--- src/rtl/lcd_clkdiv_bank_if.sv ---
// Configuration port of the LCD clock-divider bank: one divide/phase update
// per valid/ready transfer, addressed to a single channel.
interface lcd_clkdiv_bank_if #(
    parameter int NUM_CH = 4,
    parameter int DIV_W  = 8
);
    localparam int CH_W = (NUM_CH > 1) ? $clog2(NUM_CH) : 1;

    logic             cfg_valid;
    logic             cfg_ready;
    logic [CH_W-1:0]  cfg_ch;
    logic [DIV_W-1:0] cfg_div;
    logic [DIV_W-1:0] cfg_phase;

    modport master (
        output cfg_valid, cfg_ch, cfg_div, cfg_phase,
        input  cfg_ready
    );

    modport slave (
        input  cfg_valid, cfg_ch, cfg_div, cfg_phase,
        output cfg_ready
    );
endinterface

--- src/rtl/lcd_clkdiv_bank.sv ---
// lcd_clkdiv_bank: bank of phase-aligned clock dividers for the LCD/i8080
// datapath. Each channel owns a wrap counter whose registered decode gives a
// divided clock and a clock-enable pulse. Divide updates are staged in a shadow
// register and only take effect at a counter wrap, so a running output never
// sees a runt pulse.
//
//  state    | meaning
//  ---------+-----------------------------------------------------------
//  ST_IDLE  | outputs held low, counters frozen, updates apply at once
//  ST_ALIGN | one cycle: every counter loads its start phase
//  ST_RUN   | counters advance and wrap, outputs decoded, lock tracked
module lcd_clkdiv_bank #(
    parameter int NUM_CH      = 4,
    parameter int DIV_W       = 8,
    parameter int DEF_DIV     = 10,
    parameter int LOCK_CYCLES = 16
) (
    input  logic              refclk_i,
    input  logic              reset_n_i,
    input  logic              en_i,
    lcd_clkdiv_bank_if.slave  cfg,
    output logic [NUM_CH-1:0] clk_out_o,
    output logic [NUM_CH-1:0] ce_out_o,
    output logic              locked_o
);
    localparam int CH_W = (NUM_CH > 1) ? $clog2(NUM_CH) : 1;
    localparam int LK_W = $clog2(LOCK_CYCLES + 1);

    typedef enum logic [1:0] {
        ST_IDLE  = 2'd0,
        ST_ALIGN = 2'd1,
        ST_RUN   = 2'd2
    } state_t;

    state_t            state_q;
    logic [LK_W-1:0]   lock_cnt_q;
    logic [LK_W-1:0]   lock_cnt_d;
    logic              locked_q;
    logic [NUM_CH-1:0] pending_w;
    logic [NUM_CH-1:0] apply_w;
    logic              run_adv;
    logic              accept;
    logic [DIV_W-1:0]  eff_div;
    logic [DIV_W-1:0]  eff_phase;

    assign run_adv       = (state_q == ST_RUN) && en_i;
    assign cfg.cfg_ready = ~|pending_w;
    assign accept        = cfg.cfg_valid && cfg.cfg_ready;
    assign locked_o      = locked_q;

    // Divide ratios below 2 cannot toggle; a phase outside the period restarts at 0.
    assign eff_div   = (cfg.cfg_div < DIV_W'(2)) ? DIV_W'(2) : cfg.cfg_div;
    assign eff_phase = (cfg.cfg_phase < eff_div) ? cfg.cfg_phase : '0;

    // Lock counter: restart on RUN entry and on any applied update, saturate at LOCK_CYCLES.
    always_comb begin
        lock_cnt_d = lock_cnt_q;
        if (state_q == ST_ALIGN) begin
            lock_cnt_d = '0;
        end else if (run_adv) begin
            if (|apply_w) begin
                lock_cnt_d = '0;
            end else if (lock_cnt_q != LK_W'(LOCK_CYCLES)) begin
                lock_cnt_d = lock_cnt_q + 1'b1;
            end
        end
    end

    // Sequencing FSM with registered lock indicator.
    always_ff @(posedge refclk_i or negedge reset_n_i) begin
        if (!reset_n_i) begin
            state_q    <= ST_IDLE;
            lock_cnt_q <= '0;
            locked_q   <= 1'b0;
        end else begin
            lock_cnt_q <= lock_cnt_d;
            case (state_q)
                ST_IDLE: begin
                    locked_q <= 1'b0;
                    if (en_i) state_q <= ST_ALIGN;
                end
                ST_ALIGN: begin
                    locked_q <= 1'b0;
                    state_q  <= en_i ? ST_RUN : ST_IDLE;
                end
                ST_RUN: begin
                    if (!en_i) begin
                        state_q  <= ST_IDLE;
                        locked_q <= 1'b0;
                    end else begin
                        locked_q <= (lock_cnt_d == LK_W'(LOCK_CYCLES));
                    end
                end
                default: begin
                    state_q  <= ST_IDLE;
                    locked_q <= 1'b0;
                end
            endcase
        end
    end

    for (genvar i = 0; i < NUM_CH; i++) begin : g_ch
        logic [DIV_W-1:0] cnt_q;
        logic [DIV_W-1:0] div_q;
        logic [DIV_W-1:0] phase_q;
        logic [DIV_W-1:0] sh_div_q;
        logic [DIV_W-1:0] sh_phase_q;
        logic             pend_q;
        logic             clk_q;
        logic             ce_q;
        logic             hit_w;
        logic             acc_w;

        // >= rather than == keeps the counter bounded even if it ever overshoots.
        assign hit_w        = (cnt_q >= div_q - 1'b1);
        assign acc_w        = accept && (cfg.cfg_ch == CH_W'(i));
        assign apply_w[i]   = pend_q && ((state_q != ST_RUN) || (en_i && hit_w));
        assign pending_w[i] = pend_q;
        assign clk_out_o[i] = clk_q;
        assign ce_out_o[i]  = ce_q;

        // Per-channel shadow staging, wrap counter and registered output decode.
        always_ff @(posedge refclk_i or negedge reset_n_i) begin
            if (!reset_n_i) begin
                cnt_q      <= '0;
                div_q      <= DIV_W'(DEF_DIV);
                phase_q    <= '0;
                sh_div_q   <= DIV_W'(DEF_DIV);
                sh_phase_q <= '0;
                pend_q     <= 1'b0;
                clk_q      <= 1'b0;
                ce_q       <= 1'b0;
            end else begin
                if (acc_w) begin
                    sh_div_q   <= eff_div;
                    sh_phase_q <= eff_phase;
                    pend_q     <= 1'b1;
                end else if (apply_w[i]) begin
                    div_q   <= sh_div_q;
                    phase_q <= sh_phase_q;
                    pend_q  <= 1'b0;
                end
                case (state_q)
                    ST_ALIGN: cnt_q <= apply_w[i] ? sh_phase_q : phase_q;
                    ST_RUN: begin
                        if (en_i) cnt_q <= hit_w ? '0 : cnt_q + 1'b1;
                    end
                    default: cnt_q <= cnt_q;
                endcase
                clk_q <= run_adv && (cnt_q < (div_q >> 1));
                ce_q  <= run_adv && (cnt_q == '0);
            end
        end
    end
endmodule

--- src/flat_wrapper.sv ---
// flat-port wrapper written by rule: the top's interface ports become plain ports
module lcd_clkdiv_bank_flat 
#(
    parameter int NUM_CH      = 4,
    parameter int DIV_W       = 8,
    parameter int DEF_DIV     = 10,
    parameter int LOCK_CYCLES = 16
)
  (refclk_i, reset_n_i, en_i, clk_out_o, ce_out_o, locked_o, cfg_cfg_valid, cfg_cfg_ch, cfg_cfg_div, cfg_cfg_phase, cfg_cfg_ready);
  lcd_clkdiv_bank_if #(.NUM_CH(NUM_CH), .DIV_W(DIV_W)) cfg_i ();
  input  logic refclk_i;
  input  logic reset_n_i;
  input  logic en_i;
  output logic [NUM_CH-1:0] clk_out_o;
  output logic [NUM_CH-1:0] ce_out_o;
  output logic locked_o;
  input wire logic [$bits(cfg_i.cfg_valid)-1:0] cfg_cfg_valid;
  input wire logic [$bits(cfg_i.cfg_ch)-1:0] cfg_cfg_ch;
  input wire logic [$bits(cfg_i.cfg_div)-1:0] cfg_cfg_div;
  input wire logic [$bits(cfg_i.cfg_phase)-1:0] cfg_cfg_phase;
  output wire logic [$bits(cfg_i.cfg_ready)-1:0] cfg_cfg_ready;
  assign cfg_i.cfg_valid = cfg_cfg_valid;
  assign cfg_i.cfg_ch = cfg_cfg_ch;
  assign cfg_i.cfg_div = cfg_cfg_div;
  assign cfg_i.cfg_phase = cfg_cfg_phase;
  assign cfg_cfg_ready = cfg_i.cfg_ready;
  lcd_clkdiv_bank #(.NUM_CH(NUM_CH), .DIV_W(DIV_W), .DEF_DIV(DEF_DIV), .LOCK_CYCLES(LOCK_CYCLES)) u_core (.refclk_i(refclk_i), .reset_n_i(reset_n_i), .en_i(en_i), .cfg(cfg_i), .clk_out_o(clk_out_o), .ce_out_o(ce_out_o), .locked_o(locked_o));
endmodule
--- config.mk ---
export PLATFORM = sky130hd
export DESIGN_NAME = lcd_clkdiv_bank_flat
export DESIGN_NICKNAME = d
export VERILOG_FILES = /design/src/rtl/lcd_clkdiv_bank_if.sv /design/src/rtl/lcd_clkdiv_bank.sv /design/src/flat_wrapper.sv
export SDC_FILE = /design/constraint.sdc
export NUM_CORES = 1
export LEC_CHECK = 0
export CORE_ASPECT_RATIO = 0.5
export CORE_MARGIN = 2
export CORE_UTILIZATION = 40
export CTS_CLUSTER_SIZE = 20
export DETAILED_ROUTE_END_ITERATION = 12
export GPL_TIMING_DRIVEN = 0
export HOLD_SLACK_MARGIN = 0.03
export PLACE_DENSITY = 0.66
export SYNTH_ARGS = -nofsm -noshare
export SYNTH_HDL_FRONTEND = slang
export SYNTH_SLANG_ARGS = --single-unit
--- constraint.sdc ---
create_clock -name refclk_i -period 3.8 [get_ports refclk_i]
set_input_delay 0.76 -clock refclk_i [delete_from_list [all_inputs] [get_ports refclk_i]]
set_output_delay 0.76 -clock refclk_i [all_outputs]
set_load 0.005 [all_outputs]
==> impl_results.md, run 1 <==
* Status: complete, no violations
* Mapped cell area at 0.00977 mm^2
* Post-DP HPWL at 18,500 um
* Max_cap viols at 0
* Gpl congestion at 0.849
* Crit-path max FO at 10
* Top FF cell, synth: dfrtp_1
* Buffers on Ports at 30
* Final Util at 46.4%
* Via count at 7,561
* Final Setup Violations at 0
* Internal at 0.00544 W
* Clock buffer depth at 2
* Peak supply drop at 0.256 mV
* Total gr overflow at 0
* Vias per cell at 5.59
* Routed Antenna Nets at 0
* CP max stage delay at 0.41 ns
* CP endpoint kind: flip-flop
* Reg power frac at 37.5%
* Mean Syn Cell Area at 10.0 um^2
* Post-synth EDFFs at 0
* Share of post-route cells with drive strength above 1 at 12.1%
* Hold buffer count at CTS at 0
* Max Slew Vio Count at 0
* Initial Util at 40.7%
* LEAKAGE at 5.06 nW
* Kind of critical path: reg2reg
* Synth cell types at 63
* Site Rows at 40
* Slew @ Worst Pin at 1.23 ns
* Combinational share of power at 41.2%
* Critical path's slowest cell: dfrtp_1
* Fmax at 295 MHz
* Die Ht at 114 um
* Sequential area share after synthesis at 46.3%
* Clk_lat worst skew at 0.44 ns
* Met2 Track Usage GR at 33.2%
* Synth Net Count at 1,074
* Area grow syn2layout at 13.8%
* Largest net degree at the start of global routing at 117
* YS warnings at 0
* Die Span X at 225 um
* Hold WC Path Type: in2async
* TNS Setup at 0 ns
* DRC Markers at 0
* Crit path cell chain: nor3_1, nand2_1, nor4_1, xnor2_1, ha_1, and4_1, o21ai_0, o211ai_2, and3_1, buf_2, buf_6, mux2_2, o2bb2ai_1
* Clock group share of total power at 21.3%
* Relative slew margins at 16.9%
* Antenna Cells at 0
* Net count, final at 1,124
* H-tree levels at 4
* Pwr/cell area at 788 mW/mm^2
* Post-Synthesis Cells at 975
* Clock root cell: clkbuf_16
* Ranking of synthesized cells by area: dfrtp_1, ha_1, o21ai_0
* Clk slew on worst S/H paths at 0.07 ns
* Sw power at 0.00332 W
* Initial antenna violation count at 0
* Worst R2R Setup Slack at 0.41 ns
* Ys async rst share at 100%
* Switching share of power at 37.9%
* Total clock sinks at 180
* Final hold vios at 0
* Total CTS buffers at 17
* I/O pin count at 32
* Most numerous cell in the Yosys netlist: dfrtp_1
* Initial drt markers at 617
* Synth top area share at 42.0%
* Initial DRT Pass Iterations at 5
* Die area at 0.0258 mm^2
* Post CTS Setup Buffer Count at 0
* Met1 Track Usage GR at 29.4%
* RSZ-0062 raised after global routing: false
* Final min period at 3.39 ns
* Cell taking the most area after synthesis: dfrtp_1
* Final Skew at 0.00838 ns
* GRT busiest layer: met2
* Total GRT Usage at 21.1%
* Area of the core at 0.0240 mm^2
* Hold WS at 0.245 ns
* Commonest cells in the netlist: dfrtp_1, nand2_1, o21ai_0, ha_1, inv_1
* Avg WL per Cell at 19.1 um
* Global-route wire length before repair at 41,300 um
* Post-CTS resize count at 0
* Final period util at 89.2%
* M3 GR Usage at 5.03%
* Final wirelength at 25,800 um
* Startpoint types: flip-flop
* Crit path DAT at 3.72 ns
* Number of global-route vias before repair at 7,504
* TritonCTS clock tree: yes
* Synthesized flop and latch total at 180
* WP data required at 4.13 ns
## per-stage QoR
stage	cell area, um^2	cells	setup WS, ns	power [W]
5_1_grt	11100	1353	0.166	0.00943
3_5_place_dp	10500	1321	0.0523	0.00686
4_1_cts	11100	1353	0.418	0.00876
2_1_floorplan	9770	975	0.861	0.00584
6_report	11100	1353	0.412	0.00876
3_3_place_gp	10500	1320	-5.33	0.00667
## area by class of cell
cell class	count	area, um^2
Clock buffer	21	470
Multi-Input combinational cell	684	4750
Inverter	57	214
Fill cell	2188	12900
Timing Repair Buffer	31	333
Tap cell	315	394
Buffer	54	279
Clock inverter	11	151
Sequential cell	180	4520
## worst paths after layout
kind                                                     startpoint                                       end  cells past startpoint
setup / recovery                u_core.g_ch[1].div_q[2]$_DFFE_PN0P_       u_core.g_ch[1].cnt_q[5]$_DFFE_PN0P_                     13
hold / removal                                            reset_n_i    u_core.g_ch[0].sh_div_q[4]$_DFFE_PN0P_                      1
setup reg to reg                u_core.g_ch[1].div_q[2]$_DFFE_PN0P_       u_core.g_ch[1].cnt_q[5]$_DFFE_PN0P_                     13
hold reg to reg            u_core.g_ch[3].sh_phase_q[5]$_DFFE_PN0P_  u_core.g_ch[3].sh_phase_q[5]$_DFFE_PN0P_                      2
max in group asynchronous                                 reset_n_i       u_core.g_ch[2].cnt_q[6]$_DFFE_PN0P_                      2
min in group refclk_i      u_core.g_ch[3].sh_phase_q[5]$_DFFE_PN0P_  u_core.g_ch[3].sh_phase_q[5]$_DFFE_PN0P_                      2
## layout by cell type, fill, tap and decap left out, types with 22 or more instances in the layout
cell,count
a21oi_1,29
nand2_1,132
clkbuf_1,29
dfrtp_1,164
xnor2_1,25
inv_1,57
clkdlybuf4s50_1,29
nor2_1,43
mux2_2,22
ha_1,77
o21ai_0,121
## registers in the layout (all words and copies together) (netlist names)
name and count:
u_core.g_ch.ce_q 4, u_core.g_ch.clk_q 4, u_core.g_ch.cnt_q 32, u_core.g_ch.div_q 32, u_core.g_ch.pend_q 4, u_core.g_ch.phase_q 32
u_core.g_ch.sh_div_q 32, u_core.g_ch.sh_phase_q 32, u_core.lock_cnt_q 5, u_core.locked_o 1, u_core.state_q 2
## power by group through the flow
stage	logic [W]	registers, W	clock network (W)
floorplan	0.00273	0.00311	0
global placement	0.00340	0.00327	0
detailed placement	0.00357	0.00330	0
CTS	0.00360	0.00327	0.00188
global route	0.00407	0.00338	0.00198
finish	0.00361	0.00328	0.00187
## critical path, delay by kind of cell (launching register included)
kind | cells | cell delay, ns
xor+xnor | 1 | 0.13
simple gates | 5 | 1.06
buf+inv | 2 | 0.37
fa+ha+maj | 1 | 0.31
compound gates | 3 | 0.64
mux | 1 | 0.36
flops | 1 | 0.41
## cells by family after synthesis
kind of cell	Yosys count	share of synthesized area (%)
AOI/OAI and AO/OA	253	17.2
xor gates and xnor gates	26	2.33
adders and majority gates	77	9.86
buffers and inverters	111	5.05
DFF	180	46.3
muxes	39	4.79
and+or+nand+nor	289	14.4
## metal layers
metal	up-vias	part of all wire (%)
met3	34	6.5
met1	3760	47
met2	215	45
li1	3552	-
met5	-	0
met4	0	1.6
(Power assumes the default switching activity.)
==> run 2: changes to the inputs <==
Settings changed: ABC_CLOCK_PERIOD_IN_PS set to 3800, CAP_MARGIN set to 20, GPL_TIMING_DRIVEN 0 to unset.
==> run 2 against run 1 <==
Against the previous run: sequential cell count did not move; design area down 0.97%; non-clock buffer count shrank 26; largest cell class unchanged.
==> impl_results.md, run 2 (synthesis gave the netlist of run 1 again) <==
* Status: complete, no violations
* Slew @ Worst Pin at 0.725 ns (-0.509 ns)
* Area taken by multi-input logic gates at 0.00476 mm^2 (+0.29%)
* Crit path cell chain: nor3_1, nand2_1, nor4_1, xnor2_1, ha_1, and4_1, o21ai_0, o211ai_2, and3_1, mux2_4, a221o_1
* Buffers on Ports at 31 (+3.3%)
* Via count at 7,272 (-3.8%)
* Number of global-route vias before repair at 7,352 (-2.0%)
* Clock buffer depth at 2 (unchanged)
* Setup WS post-layout at 0.489 ns (+0.0766 ns)
* Clk slew on worst S/H paths at 0.07 ns (about the same)
* Hold WS at 0.313 ns (+0.0680 ns)
* CP endpoint kind: flip-flop
* Routed Antenna Nets at 0 (unchanged)
* Die Span X at 225 um (unchanged)
* Reg area at 0.00452 mm^2 (unchanged)
* Hold buffer count at CTS at 0 (unchanged)
* Fillers at 2,194 (+0.27%)
* Clk_lat worst skew at 0.43 ns (about the same)
* Fmax at 302 MHz (+2.3%)
* Relative slew margins at 51.7% (+35 points)
* Initial DRT Pass Iterations at 5 (unchanged)
* Total CTS buffers at 17 (unchanged)
* Die Ht at 114 um (unchanged)
* Placed Area at 0.0104 mm^2 (-0.49%)
* H-tree levels at 4 (unchanged)
* Area of the core at 0.0240 mm^2 (unchanged)
* Peak supply drop at 0.349 mV (+36%)
* Initial Util at 40.7% (unchanged)
* Global-route wire length before repair at 38,800 um (-5.9%)
* Site Rows at 40 (unchanged)
* Final hold vios at 0 (unchanged)
* Net count, final at 1,098 (-2.3%)
* Critical path's slowest cell: and3_1
* RSZ-0062 raised after global routing: false
* Die area at 0.0258 mm^2 (unchanged)
* Final wirelength at 23,900 um (-7.4%)
* Crit-path max FO at 9 (-1)
* Final period util at 87.1% (-2.0 points)
* CP max stage delay at 0.51 ns (+0.10 ns)
* Post-DP HPWL at 17,400 um (-6.0%)
* Most frequent cells in the layout: dfrtp_1, nand2_1, o21ai_0
* Vias per cell at 5.48 (-1.9%)
* DRC Markers at 0 (unchanged)
* Finished Cell Area at 0.0110 mm^2 (-0.97%)
* Post CTS Setup Buffer Count at 0 (unchanged)
* Share of post-route cells with drive strength above 1 at 12.7% (+0.61 points)
* Final Setup Violations at 0 (unchanged)
* Crit path DAT at 3.62 ns (-0.10 ns)
* Kind of critical path: reg2reg
* I/O pin count at 32 (unchanged)
* Largest net degree at the start of global routing at 77 (-34%)
* Initial drt markers at 416 (-33%)
* WP data required at 4.11 ns (-0.02 ns)
* Most common cell after layout, fill and taps aside: dfrtp_1
* LEAKAGE at 4.99 nW (-1.2%)
* Pre-CTS setup slack at 0.239 ns (+0.186 ns)
* Max_cap viols at 0 (unchanged)
* Total clock sinks at 180 (unchanged)
* Gpl congestion at 0.877 (+3.3%)
* Final min period at 3.31 ns (-0.0766 ns)
* Pwr/cell area at 776 mW/mm^2 (-1.5%)
* Total GRT Usage at 19.5% (-1.6 points)
* Startpoint types: flip-flop
* Clock root cell: clkbuf_16
* Post-CTS resize count at 0 (unchanged)
* Final Skew at 0.00924 ns (+0.000860 ns)
* Initial antenna violation count at 0 (unchanged)
* Avg WL per Cell at 18.0 um (-5.6%)
* Total gr overflow at 0 (unchanged)
* CP delay by family, top: simple AND/OR/NAND/NOR gates
* Worst path buffer plus inverter count at 0 (-2)
* TritonCTS clock tree: yes
* Hold WC Path Type: in2async
* Max Slew Vio Count at 0 (unchanged)
* TNS Setup at 0 ns (unchanged)
* Area grow syn2layout at 12.7%
* Antenna Cells at 0 (unchanged)
[run 2: cell count changes in the layout (fill, tap and decap cells not counted), moves of 2 or more]
cell	before	now
buf_12	0	2
buf_4	8	26
clkbuf_1	29	2
buf_6	4	1
clkinvlp_4	1	4
buf_2	13	0
bufinv_16	3	1
[run 2: path summary, 6_finish.rpt]
kind / from / endpoint / slack [ns] / cells after the start
hold reg to reg: u_core.g_ch[1].sh_div_q[3]$_DFFE_PN1P_ / u_core.g_ch[1].div_q[3]$_DFFE_PN1P_ / 0.48 / 2
setup / recovery: u_core.g_ch[1].div_q[2]$_DFFE_PN0P_ / u_core.g_ch[1].cnt_q[1]$_DFFE_PN0P_ / 0.49 / 11
setup reg to reg: u_core.g_ch[1].div_q[2]$_DFFE_PN0P_ / u_core.g_ch[1].cnt_q[1]$_DFFE_PN0P_ / 0.49 / 11
hold / removal: reset_n_i / u_core.g_ch[0].div_q[0]$_DFFE_PN0P_ / 0.31 / 1
max in group asynchronous: reset_n_i / u_core.g_ch[1].sh_div_q[3]$_DFFE_PN1P_ / 2.51 / 2
min in group refclk_i: u_core.g_ch[1].sh_div_q[3]$_DFFE_PN1P_ / u_core.g_ch[1].div_q[3]$_DFFE_PN1P_ / 0.48 / 2
[run 2: area by class of cell]
class                      count  area share [%]
inverter                      57            1.94
clock buffer                  21            4.18
tap                          315            3.58
sequential                   180            41.1
multi-input combinational    684            43.3
timing repair buffer          59            4.97
clock inverter                11           0.955
[run 2: power by group]
group	internal (W)	switching (W)
Combinational	0.00169	0.00185
Clock	0.000939	0.000768
Sequential	0.00267	0.000629
[run 2: through the flow]
step,utilization [%],cells,total power [W]
after detailed placement,43.6,1295,0.00683
after CTS,45.9,1327,0.00858
after floorplan,-,975,0.00584
final,45.9,1327,0.00854
after global placement,43.6,1295,0.00666
after global routing,45.9,1327,0.00920
[run 2: metal layers]
metal	GRT usage (%)	vias to the layer above	wire, um	part of all wire, %
met5	0	-	0	0
met4	5.12	0	292	1.2
met3	2.82	21	801	3.3
met2	31.3	125	10900	46
met1	27.8	3630	11900	50
li1	-	3496	-	-
[run 2: worst register-to-register path: stages (launching register included)]
cell and delay [ns]:
dfrtp_1 0.41, nor3_1 0.32, nand2_1 0.13, nor4_1 0.24, xnor2_1 0.11, ha_1 0.30, and4_1 0.19, o21ai_0 0.15
o211ai_2 0.19, and3_1 0.51, mux2_4 0.36, a221o_1 0.29
